File: config.mk
export PLATFORM = sky130hd
export DESIGN_NAME = motion_diff_ctrl
export DESIGN_NICKNAME = d
export VERILOG_FILES = /design/src/rtl/motion_diff_ctrl_pkg.sv /design/src/rtl/motion_diff_ctrl_abs_diff.sv /design/src/rtl/motion_diff_ctrl.sv
export SDC_FILE = /design/constraint.sdc
export NUM_CORES = 1
export LEC_CHECK = 0
export CELL_PAD_IN_SITES_DETAIL_PLACEMENT = 1
export CELL_PAD_IN_SITES_GLOBAL_PLACEMENT = 2
export CORE_MARGIN = 4
export CORE_UTILIZATION = 40
export CTS_BUF_LIST = sky130_fd_sc_hd__clkbuf_16
export CTS_CLUSTER_DIAMETER = 150
export DETAILED_ROUTE_END_ITERATION = 8
export DONT_BUFFER_PORTS = 1
export PLACE_DENSITY_LB_ADDON = 0.1
export SETUP_SLACK_MARGIN = 0.5
export SYNTH_ARGS = -nofsm -noshare
export SYNTH_HDL_FRONTEND = slang
export SYNTH_SLANG_ARGS = --single-unit
export TNS_END_PERCENT = 30
File: constraint.sdc
create_clock -name clk -period 3.6 [get_ports clk]
set_input_delay 0.72 -clock clk [delete_from_list [all_inputs] [get_ports clk]]
set_output_delay 0.72 -clock clk [all_outputs]
set_load 0.05 [all_outputs]
File: src/rtl/motion_diff_ctrl_pkg.sv
// rtl/motion_diff_ctrl_pkg.sv - shared types and constants for the motion difference controller
//
// Purpose: FSM state encoding, lane count and the accumulator width derivation
//          used by motion_diff_ctrl.
// Ports:   none (package).
package motion_diff_ctrl_pkg;

  localparam int NUM_LANES = 4;

  typedef enum logic [1:0] {
    ST_IDLE  = 2'd0,
    ST_RUN   = 2'd1,
    ST_DRAIN = 2'd2,
    ST_DONE  = 2'd3
  } state_t;

  // Accumulator must hold every lane of every word changing: 0..NUM_LANES*num_words.
  function automatic int cnt_width(input int num_words);
    return $clog2(NUM_LANES * num_words + 1);
  endfunction

endpackage

File: src/rtl/motion_diff_ctrl_abs_diff.sv
// rtl/motion_diff_ctrl_abs_diff.sv - unsigned absolute difference of two lane values
//
// Purpose: diff = |a - b| for one unsigned pixel lane, purely combinational.
// Ports:   a, b  - WIDTH-bit unsigned operands
//          diff  - WIDTH-bit unsigned absolute difference
module motion_diff_ctrl_abs_diff #(
  parameter int WIDTH = 4
) (
  input  logic [WIDTH-1:0] a,
  input  logic [WIDTH-1:0] b,
  output logic [WIDTH-1:0] diff
);

  assign diff = (a >= b) ? (a - b) : (b - a);

endmodule

File: src/rtl/motion_diff_ctrl.sv
// rtl/motion_diff_ctrl.sv - frame-to-frame changed-lane counter with motion flag
//
// Purpose: reads NUM_WORDS 4-lane words from the current and previous frame
//          memories, counts lanes whose absolute difference exceeds pix_thresh
//          and flags motion when the count reaches motion_thresh.
// Ports:   clk, rst_n           - clock, asynchronous active-low reset
//          start                - begin a frame (accepted only in IDLE)
//          pix_thresh           - per-lane change threshold (sampled on start)
//          motion_thresh        - changed-lane count that flags motion (sampled on start)
//          rd_en, rd_addr       - shared read strobe/address to both memories
//          new_data, old_data   - returned words, valid one cycle after rd_en
//          busy                 - high in RUN and DRAIN
//          done                 - single-cycle completion pulse
//          change_count, motion - result of the last completed frame
module motion_diff_ctrl
  import motion_diff_ctrl_pkg::*;
#(
  parameter  int WIDTH     = 4,
  parameter  int NUM_WORDS = 256,
  parameter  int ADDR_W    = 8,
  localparam int CNT_W     = cnt_width(NUM_WORDS)
) (
  input  logic                       clk,
  input  logic                       rst_n,
  input  logic                       start,
  input  logic [WIDTH-1:0]           pix_thresh,
  input  logic [CNT_W-1:0]           motion_thresh,
  output logic                       rd_en,
  output logic [ADDR_W-1:0]          rd_addr,
  input  logic [NUM_LANES*WIDTH-1:0] new_data,
  input  logic [NUM_LANES*WIDTH-1:0] old_data,
  output logic                       busy,
  output logic                       done,
  output logic [CNT_W-1:0]           change_count,
  output logic                       motion
);

  localparam logic [ADDR_W-1:0] LAST_ADDR = ADDR_W'(NUM_WORDS - 1);

  state_t               state;
  logic [WIDTH-1:0]     pix_th;
  logic [CNT_W-1:0]     mot_th;
  logic                 drain_cnt;
  logic                 data_vld;
  logic                 s1_valid;
  logic [2:0]           s1_cnt;
  logic [CNT_W-1:0]     acc;
  logic [CNT_W-1:0]     acc_next;
  logic [CNT_W:0]       acc_sum;
  logic [NUM_LANES-1:0] lane_hit;
  logic [2:0]           hit_sum;
  logic [WIDTH-1:0]     lane_diff [NUM_LANES];

  for (genvar g = 0; g < NUM_LANES; g++) begin : g_lane
    motion_diff_ctrl_abs_diff #(.WIDTH(WIDTH)) u_abs_diff (
      .a    (new_data[g*WIDTH +: WIDTH]),
      .b    (old_data[g*WIDTH +: WIDTH]),
      .diff (lane_diff[g])
    );
    assign lane_hit[g] = (lane_diff[g] > pix_th);
  end

  always_comb begin
    hit_sum = '0;
    for (int i = 0; i < NUM_LANES; i++) begin
      hit_sum = hit_sum + {2'b00, lane_hit[i]};
    end
  end

  // Width already covers the maximum count; the clamp keeps a wrap impossible
  // even if the parameters are pushed outside their intended relationship.
  always_comb begin
    acc_sum  = {1'b0, acc} + (CNT_W+1)'(s1_valid ? s1_cnt : 3'd0);
    acc_next = acc_sum[CNT_W] ? '1 : acc_sum[CNT_W-1:0];
  end

  // Stage 1: data_vld marks the cycle the memories return a word.
  always_ff @(posedge clk or negedge rst_n) begin
    if (!rst_n) begin
      data_vld <= 1'b0;
      s1_valid <= 1'b0;
      s1_cnt   <= '0;
    end else begin
      data_vld <= rd_en;
      s1_valid <= data_vld;
      if (data_vld) s1_cnt <= hit_sum;
    end
  end

  // FSM plus stage-2 accumulator. The final word's hit count is still in
  // stage 1 on the last DRAIN cycle, so the result is loaded from acc_next.
  always_ff @(posedge clk or negedge rst_n) begin
    if (!rst_n) begin
      state        <= ST_IDLE;
      rd_en        <= 1'b0;
      rd_addr      <= '0;
      busy         <= 1'b0;
      done         <= 1'b0;
      change_count <= '0;
      motion       <= 1'b0;
      pix_th       <= '0;
      mot_th       <= '0;
      drain_cnt    <= 1'b0;
      acc          <= '0;
    end else begin
      done <= 1'b0;
      acc  <= acc_next;
      case (state)
        ST_IDLE: begin
          if (start) begin
            state   <= ST_RUN;
            rd_en   <= 1'b1;
            rd_addr <= '0;
            busy    <= 1'b1;
            pix_th  <= pix_thresh;
            mot_th  <= motion_thresh;
            acc     <= '0;
          end
        end
        ST_RUN: begin
          if (rd_addr == LAST_ADDR) begin
            state     <= ST_DRAIN;
            rd_en     <= 1'b0;
            rd_addr   <= '0;
            drain_cnt <= 1'b0;
          end else begin
            rd_addr <= rd_addr + ADDR_W'(1);
          end
        end
        ST_DRAIN: begin
          if (drain_cnt) begin
            state        <= ST_DONE;
            busy         <= 1'b0;
            done         <= 1'b1;
            change_count <= acc_next;
            motion       <= (acc_next >= mot_th);
          end else begin
            drain_cnt <= 1'b1;
          end
        end
        ST_DONE: begin
          state <= ST_IDLE;
        end
        default: state <= ST_IDLE;
      endcase
    end
  end

endmodule

==> out/qor.yml, run 1 <==
worst_clock_skew_ns: 0.00919
grt-ovfl-total: 0
grt_pass1_vias: 3753
drtIter0Drc: 115
cp_slowest_cell: "fa_1"
yosys.area_share.xor_xnor_pct: 2.03
clockBufferDepth: 2
synth_ff_type: "dfrtp_1"
fin_nets: 627
portBuffers: 0
synthDistinctLibCells: 46
synth_top_family_by_area: "adder cells"
htree_num_levels: 3
num_rows: 37
rsz0062_at_grt: "true"
ys_seq_area_share_pct: 33.1
synth_seq_cells: 57
cp_cell_sequence: "inv_12, ha_4, inv_2, fa_2, a21oi_2, o21ai_2, buf_4, mux2i_2, xnor2_1, ha_1, o21a_1, o21a_1, o21a_1, fa_1, ha_4, ha_4, mux2_4"
grt_max_degree: 58
ant_nets: 0
max_stage_delay_ns: 0.59
hold_path.class: "in2async"
synth_edf_count: 0
design.core.area_um2: 10400
min_period_over_period_pct: 101
finalSetupTns_ns: -0.0318
start_util_pct: 41.4
clk_pin_slew_ns: 0.05
p_leak_nw: 2.49
cts_tree: "built"
max_cap_violations: 0
via_count: 3363
synthAdderAreaFrac_pct: 23.2
root_buffer: "clkbuf_16"
syn_area_per_cell_um2: 9.19
track_usage_pct: 17.3
routed_wl_um: 10400
maxSlewHeadroom_pct: 47.9
die-area_um2: 12500
dr.pass1.iters: 4
total_power_w: 0.00186
power_density_nw_per_um2: 357
io_pins: 73
numCtsBuffers: 9
critPathArrivalTime_ns: 3.84
muxShareOfSynthArea_pct: 6.88
gp_congestion: 0.776
grt_first_pass_wirelength_um: 18000
dieHeight_um: 112
worstSetupPathType: "in2reg"
drive_gt1_share_pct: 18.1
synthSimpleGateAreaFrac_pct: 12.7
synthToLayoutAreaGrowth_pct: 20.7
mostFrequentLayoutCells: "inv_1 (61), dfrtp_1 (57), ha_1 (56)"
syn-num-nets: 593
failed_checks: "setup timing"
cts.sinks: 57
cts_hold_buf: 0
irDropWorstVdd_uv: 260
cp-startpoint: "new_data[0]"
worstMarginPinSlew_ns: 0.759
fill_cells: 1215
netlist_instances: 469
synth_compound_area_share_pct: 15.0
post-route-drc-count: 0
synth_area_um2: 4310
yosys_warnings: 0
multi_input_comb_area_um2: 2750
die_width_um: 112
clock.fmax_mhz: 275
finalSetupViolations: 1
regArea_um2: 1430
async_reset_ff_share_pct: 100
crit_path_start_kind: "primary input"
r2r_start: "s1_valid$_DFF_PN0_"
hold_violations: 0
worst_slack_ns: -0.0318
path_max_fanout: 2
antenna_cells: 0
hpwl_um: 8030
period_minus_slack_ns: 3.63
clkLatencyLatePin_ns: 0.32
status: "finished with violations"
finalMaxSlewViolations: 0
utilization_pct: 49.9
antenna_found_initial: 0
cp.required_ns: 3.80
wl_per_cell_um: 16.1
preCtsSetupSlack_ns: -0.507
endpoint_kind: "flip-flop"
vias_per_cell: 5.22
final_common_cell: "inv_1"
## kinds of logic (layout without fill, tap and decap cells)
family                     Yosys count  after routing
adders and majority gates           74             74
xor gates and xnor gates            10             10
buffers and inverters               77            116
DFF                                 57             57
AOI/OAI and AO/OA                  106            106
and+or+nand+nor                    117            117
muxes                               28             28
## Yosys cell counts (2+ instances only)
cell	count	area, µm²
inv_1	66	248
ha_1	64	801
dfrtp_1	57	1430
nand2_1	50	188
o21ai_0	43	215
a21oi_1	26	130
nor2_1	22	82.6
mux2i_1	18	180
o21a_1	13	97.6
fa_1	10	200
mux2_2	9	101
xnor2_1	8	70.1
clkbuf_1	7	26.3
and2_1	6	37.5
nand3_1	6	30.0
nand4_1	6	37.5
nor2b_1	6	37.5
nor3_1	6	30.0
a31oi_1	5	31.3
o211ai_1	4	30.0
nand2b_1	3	18.8
nand3b_1	3	22.5
o31ai_1	3	22.5
or3_1	3	18.8
a22o_1	2	17.5
buf_2	2	10.0
xor2_1	2	17.5
## sequential cells by signal, summed over array words and instances, names as in the netlist, 2 cells and up
name and count:
rd_addr 8, acc 11, s1_cnt 3, pix_th 4, mot_th 11, state 2, change_count 11
## final cells by class
class | instances | area share [%]
clock buffer | 9 | 4.33
sequential | 57 | 27.4
tap | 136 | 3.27
multi-input combinational | 335 | 52.9
timing repair buffer | 34 | 4.91
inverter | 66 | 5.56
clock inverter | 7 | 1.66
## metal layers
layer / wire [µm] / track usage, % / part of all wire, % / vias to the layer above
met3: 417 / 4.29 / 4.0 / 12
li1: - / - / - / 1651
met5: 0 / 0 / 0 / -
met4: 147 / 4.87 / 1.4 / 0
met2: 5240 / 29.8 / 50 / 51
met1: 4580 / 21.6 / 44 / 1649
## final timing paths
path / cells past startpoint / slack (ns) / to
setup / recovery: 17 / -0.03 / s1_cnt[1]$_DFFE_PN0P_
max in group asynchronous: 0 / 3.41 / mot_th[0]$_DFFE_PN0P_
hold reg to reg: 0 / 0.50 / s1_valid$_DFF_PN0_
hold / removal: 0 / 0.09 / change_count[10]$_DFFE_PN0P_
setup reg to reg: 11 / 0.71 / motion$_DFFE_PN0P_
min in group clk: 0 / 0.50 / s1_valid$_DFF_PN0_
## power by group
part	internal, W	leakage [nW]	switching, W
Sequential	0.000642	0.641	0
Combinational	0.000183	1.69	0.000146
Clock	0.000598	0.158	0.000289
## repair_timing
item | in CTS | in global routing
setup endpoints to repair | 3 | 4
resized for setup | 28 | 10
setup buffers | 8 | 3
pin swaps | 24 | 20
## stage by stage
step	instance area [µm²]	hold slack (ns)	std cells
6_report	5200	0.0879	644
5_1_grt	5200	0.0681	644
4_1_cts	5130	0.0696	641
3_5_place_dp	4630	0.426	617
3_3_place_gp	4630	0.426	617
2_1_floorplan	4340	0.416	469
## critical path, delay by kind of cell
family,cells,cell delay (ns)
AOI/OAI and AO/OA,5,0.68
xor gates and xnor gates,1,0.15
adders and majority gates,6,1.65
buffers and inverters,3,0.22
muxes,2,0.43
(Power assumes the default switching activity.)
==> run 2, diff against run 1 <==
GPL_TIMING_DRIVEN = 0   (was default)
==> out/qor.yml, run 2 (same netlist as run 1, synthesis figures left out) <==
post-route-drc-count: 0
cp_slowest_cell: "fa_2"
maxSlewHeadroom_pct: 51.3
track_usage_pct: 17.3
max_cap_violations: 0
failed_checks: "setup timing"
cp-startpoint: "new_data[12]"
worst_slack_ns: -0.124
cts_hold_buf: 0
htree_num_levels: 3
clockBufferDepth: 2
dieHeight_um: 112
wl_per_cell_um: 16.6
utilization_pct: 47.2
hold_path.class: "in2async"
r2r_start: "s1_valid$_DFF_PN0_"
routed_wl_um: 10400
worstMarginPinSlew_ns: 0.711
antenna_cells: 0
cts_tree: "built"
gp_congestion: 0.837
fin_nets: 610
grt_first_pass_wirelength_um: 17800
start_util_pct: 41.4
ant_nets: 0
dr.pass1.iters: 5
irDropWorstVdd_uv: 240
total_power_w: 0.00163
grt_pass1_vias: 3682
final_common_cell: "inv_1"
path_max_fanout: 3
finalSetupViolations: 2
endpoint_kind: "flip-flop"
status: "finished with violations"
finalMaxSlewViolations: 0
vias_per_cell: 5.28
io_pins: 73
synthToLayoutAreaGrowth_pct: 14.0
cp_cell_sequence: "inv_1, ha_1, inv_1, fa_2, a21oi_2, o21ai_2, mux2_2, ha_4, nor2b_1, o21a_1, o21a_1, o21a_1, fa_2, ha_4, ha_4, mux2_4"
mostFrequentLayoutCells: "inv_1 (65), ha_1 (57), dfrtp_1 (57)"
die_width_um: 112
worstSetupPathType: "in2reg"
fill_cells: 1195
clkLatencyLatePin_ns: 0.32
crit_path_start_kind: "primary input"
num_rows: 37
worst_clock_skew_ns: 0.00472
numCtsBuffers: 9
drtIter0Drc: 107
min_period_over_period_pct: 103
max_stage_delay_ns: 0.58
grt-ovfl-total: 0
p_leak_nw: 2.35
root_buffer: "clkbuf_16"
rsz0062_at_grt: "true"
design.core.area_um2: 10400
largestRegisters: "acc x11, change_count x11, mot_th x11"
clock.fmax_mhz: 268
critPathArrivalTime_ns: 3.92
drive_gt1_share_pct: 11.7
antenna_found_initial: 0
hpwl_um: 8040
cp.required_ns: 3.80
clk_pin_slew_ns: 0.05
portBuffers: 0
cts.sinks: 57
hold_violations: 0
via_count: 3290
grt_max_degree: 58
die-area_um2: 12500
period_minus_slack_ns: 3.72
power_density_nw_per_um2: 332
run 2: cell count changes in the layout (fill, tap and decap cells not counted), sizes merged:
cell | previous run | this run
clkinv | 5 | 2
buf | 34 | 9
clkbuf | 9 | 17
inv | 66 | 67
bufinv | 2 | 0
run 2: through the flow:
stage               hold WS, ns  instance area (µm²)  setup TNS (ns)  cells  setup WS [ns]
floorplan                 0.416                 4340          -0.750    469         -0.321
finish                   0.0960                 4910          -0.142    623         -0.124
global route             0.0742                 4910          -0.457    623         -0.235
detailed placement        0.426                 4510           -1.47    605         -0.558
global placement          0.426                 4510           -1.26    605         -0.489
CTS                      0.0825                 4850          -0.217    620         -0.142
run 2: worst max-delay path: cells and delay by family:
family | cells | cell delay [ns]
and+or+nand+nor | 1 | 0.12
adders and majority gates | 6 | 1.63
buffers and inverters | 2 | 0.09
muxes | 2 | 0.56
AOI/OAI and AO/OA | 5 | 0.79
run 2: path summary, 6_finish.rpt:
path / endpoint / slack, ns / depth (start not counted)
max in group asynchronous: mot_th[0]$_DFFE_PN0P_ / 3.39 / 0
min reg2reg: s1_valid$_DFF_PN0_ / 0.50 / 0
min in group clk: s1_valid$_DFF_PN0_ / 0.50 / 0
max reg2reg: motion$_DFFE_PN0P_ / 0.71 / 13
max: s1_cnt[1]$_DFFE_PN0P_ / -0.12 / 16
min: mot_th[3]$_DFFE_PN0P_ / 0.1 / 0
run 2: final cells by class:
cell class	instances	area, µm²	share of cell area (%)
Buffer	11	55.1	1.12
Clock buffer	9	225	4.58
Clock inverter	3	13.8	0.280
Inverter	66	260	5.30
Multi-Input combinational cell	335	2720	55.3
Sequential cell	57	1430	29.0
Tap cell	136	170	3.46
Timing Repair Buffer	6	45.0	0.916
run 2: repair_timing:
action | 4_1_cts | 5_1_grt
pin swaps | 11 | 10
cloned | 0 | 0
resized for setup | 15 | 9
buffers inserted | 3 | 3
setup endpoints to repair | 3 | 4
run 2: power breakdown:
group	switching (W)	internal, W
clock	0.000261	0.000442
sequential	0	0.000642
combinational	0.000137	0.000149
total	0.000398	0.00123
run 2: metal layers:
metal | GRT usage, % | share of wire [%] | routed length, µm
met5 | 0 | 0 | 0
met4 | 5.76 | 1.6 | 163
met3 | 3.70 | 3.2 | 336
met2 | 29.0 | 49 | 5070
met1 | 22.3 | 46 | 4790
==> variant: new RTL, settings of run 1 <==
`WIDTH` is set to 4 in 2 places; all go to 3.
--- a/src/rtl/motion_diff_ctrl_abs_diff.sv
+++ b/src/rtl/motion_diff_ctrl_abs_diff.sv
@@ -6,3 +6,3 @@
 module motion_diff_ctrl_abs_diff #(
-  parameter int WIDTH = 4
+  parameter int WIDTH = 3
 ) (
--- a/src/rtl/motion_diff_ctrl.sv
+++ b/src/rtl/motion_diff_ctrl.sv
@@ -17,3 +17,3 @@
 #(
-  parameter  int WIDTH     = 4,
+  parameter  int WIDTH     = 3,
   parameter  int NUM_WORDS = 256,
Ports: changed (resized new_data, old_data and pix_thresh); port bits go from 73 to 64. The function was not compared with the original's and may differ.
==> variant against run 1 <==
- total power decreased by 28%
- routed wire length is 14% lower
- combinational power down 35%
- sequential cell count fell by 1
- synthesized cell count is 12% lower
- via count fell by 13%
- cell area shrank 14%
- synthesized area fell by 7.4%
- worst setup slack improved by 0.29 ns
- critical path type unchanged
- critical endpoint unchanged
- largest cell class unchanged
- largest power group is now registers
==> variant: results (changes against run 1) <==
Outcome
  • Run status: finished, final reports clean

Global route
  • Vias in the first global route: 3130 (-17%)
  • Met3 Track Usage GR: 2.52% (-1.8 points)
  • First-pass GRT wire length: 15.2 mm (-16%)
  • Global Route met1 Usage: 22.5% (+0.84 points)
  • Largest net degree at the start of global routing: 57 (-1.7%)
  • Initial antenna violation count: 0 (unchanged)
  • Met2 Usage GRT: 26.9% (-2.9 points)
  • Gr usage total: 16.1% (-1.3 points)

Routing
  • WL final: 8.96 mm (-14%)
  • Starting DRC count in detailed routing: 126 (+9.6%)
  • Total number of vias: 2915 (-13%)
  • DR pass1 iterations: 4 (unchanged)
  • Vias per inst: 5.28 (+1.1%)

Clocking
  • Clk slew on worst S/H paths: 0.08 ns (+0.03 ns)
  • Clk_lat worst skew: 0.29 ns (-0.03 ns)
  • CTS Buffer Depth: 2 (unchanged)
  • Cell at the root of the clock tree: clkbuf_16
  • CTS Buf Count: 5 (-4)
  • H-tree depth: 2 (-1)
  • Number of setup buffers added after CTS: 0 (-8)

Placed design
  • Half-perimeter wire length after placement: 7.11 mm (-11%)
  • PortBufs: 0 (unchanged)
  • Final GP Congestion: 0.766 (-1.4%)
  • DP Cell Count: 544 (-12%)

Synthesis
  • Commonest cells in the netlist: dfrtp_1 (56), inv_1 (53), ha_1 (52), nand2_1 (30)
  • Yosys Warn Count: 0 (unchanged)
  • Syn avg cell area: 9.69 um2 (+5.4%)
  • Seq/Total Area, Yosys: 35.1% (+2.0 points)
  • Synth unique cells: 52 (+13%)
  • Primary FF master, synth: dfrtp_1
  • Synthesized net count: 515 (-13%)
  • Async SR Flop Fraction: 100% (unchanged)
  • Top post-synthesis cells by area: dfrtp_1 (35%), ha_1 (16%), fa_1 (5.0%), inv_1 (5.0%), mux2_2 (4.8%)

Power and ir drop
  • Peak supply drop: 0.192 mV (-26%)
  • Leak: 0.00215 uW (-14%)

Worst setup path
  • Max stage delay on crit path: 0.53 ns (-0.06 ns)
  • Slowest-stage cell, CP: fa_1
  • Crit path max fanout: 2 (unchanged)
  • WP data arrival: 3.51 ns (-0.33 ns)

Layout
  • Final #Nets: 521 (-17%)
  • Fillers: 1122 (-7.7%)
  • Ant diodes: 0 (unchanged)
  • Largest registers: acc: 11 flops, change_count: 11 flops, mot_th: 11 flops
  • Layout cells sized above 1: 17.2% (-0.93 points)

Worst hold path
  • Hold Path Class: primary input to async pin

STA
  • Skew final: 0.0102 ns (+0.000975 ns)
  • Max-slew headroom: 55.1% (+7.2 points)
==> variant: logic make-up after synthesis <==
| kind of cell | after synthesis | synth area share [%] |
|---|---|---|
| flops | 56 | 35.1 |
| buf+inv | 64 | 6.68 |
| xor+xnor | 2 | 0.439 |
| compound gates | 100 | 17.2 |
| simple gates | 106 | 13.3 |
| mux | 22 | 6.05 |
| fa+ha+maj | 62 | 21.3 |
==> variant: routing by layer <==
| metal | wire, um | part of all wire [%] | up-vias |
|---|---|---|---|
| met3 | 250 | 2.8 | 5 |
| li1 | - | - | 1440 |
| met4 | 53 | 0.59 | 0 |
| met5 | 0 | 0 | - |
| met2 | 4330 | 48 | 38 |
| met1 | 4330 | 48 | 1432 |
==> variant: final cells by class <==
type                       count  area (um2)  share of cell area, %
tap                          133         166                   3.70
inverter                      53         204                   4.53
timing repair buffer          10        75.1                   1.67
sequential                    56        1400                   31.1
multi-input combinational    292        2500                   55.6
clock inverter                 3        27.5                  0.612
clock buffer                   5         125                   2.78
==> variant: report_power, final <==
group | internal [uW] | leakage, uW | switching [uW]
clock network | 265 | 0.0000719 | 239
registers | 628 | 0.000647 | 0
logic | 118 | 0.00143 | 96.2
==> variant: repair_timing <==
action,in CTS,in global routing
endpoints found under the setup margin,3,4
pin swaps,13,1
cloned,0,0
gates resized for setup,3,3
hold buffers,0,0
==> variant: path summary, 6_finish.rpt <==
check                             from         endpoint  slack (ns)  cells after the start
max in group asynchronous        rst_n       rd_addr[0]        3.37                      0
hold / removal                   rst_n  change_count[6]        0.11                      0
setup / recovery           new_data[0]        s1_cnt[1]        0.26                     15
min in group clk             s1_cnt[0]        s1_cnt[0]        0.50                      1
setup reg to reg             s1_cnt[2]           motion        0.68                     11
hold reg to reg              s1_cnt[0]        s1_cnt[0]        0.50                      1
==> variant: critical path: cells and delay by family <==
family                     cells  cell delay (ns)
AOI/OAI and AO/OA              4             0.50
muxes                          2             0.57
buffers and inverters          2             0.07
and+or+nand+nor                2             0.26
adders and majority gates      5             1.38
==> variant: per-stage QoR <==
step	total power, uW	setup TNS [ns]	instance area (um2)	worst slack (ns)	util (%)
floorplan	802	0	4140	0.0169	-
global placement	838	-0.0829	4310	-0.0829	44.3
detailed placement	850	-0.153	4310	-0.115	44.3
CTS	1360	0	4490	0.247	46.1
global route	1420	0	4500	0.164	46.2
finish	1350	0	4500	0.262	46.2
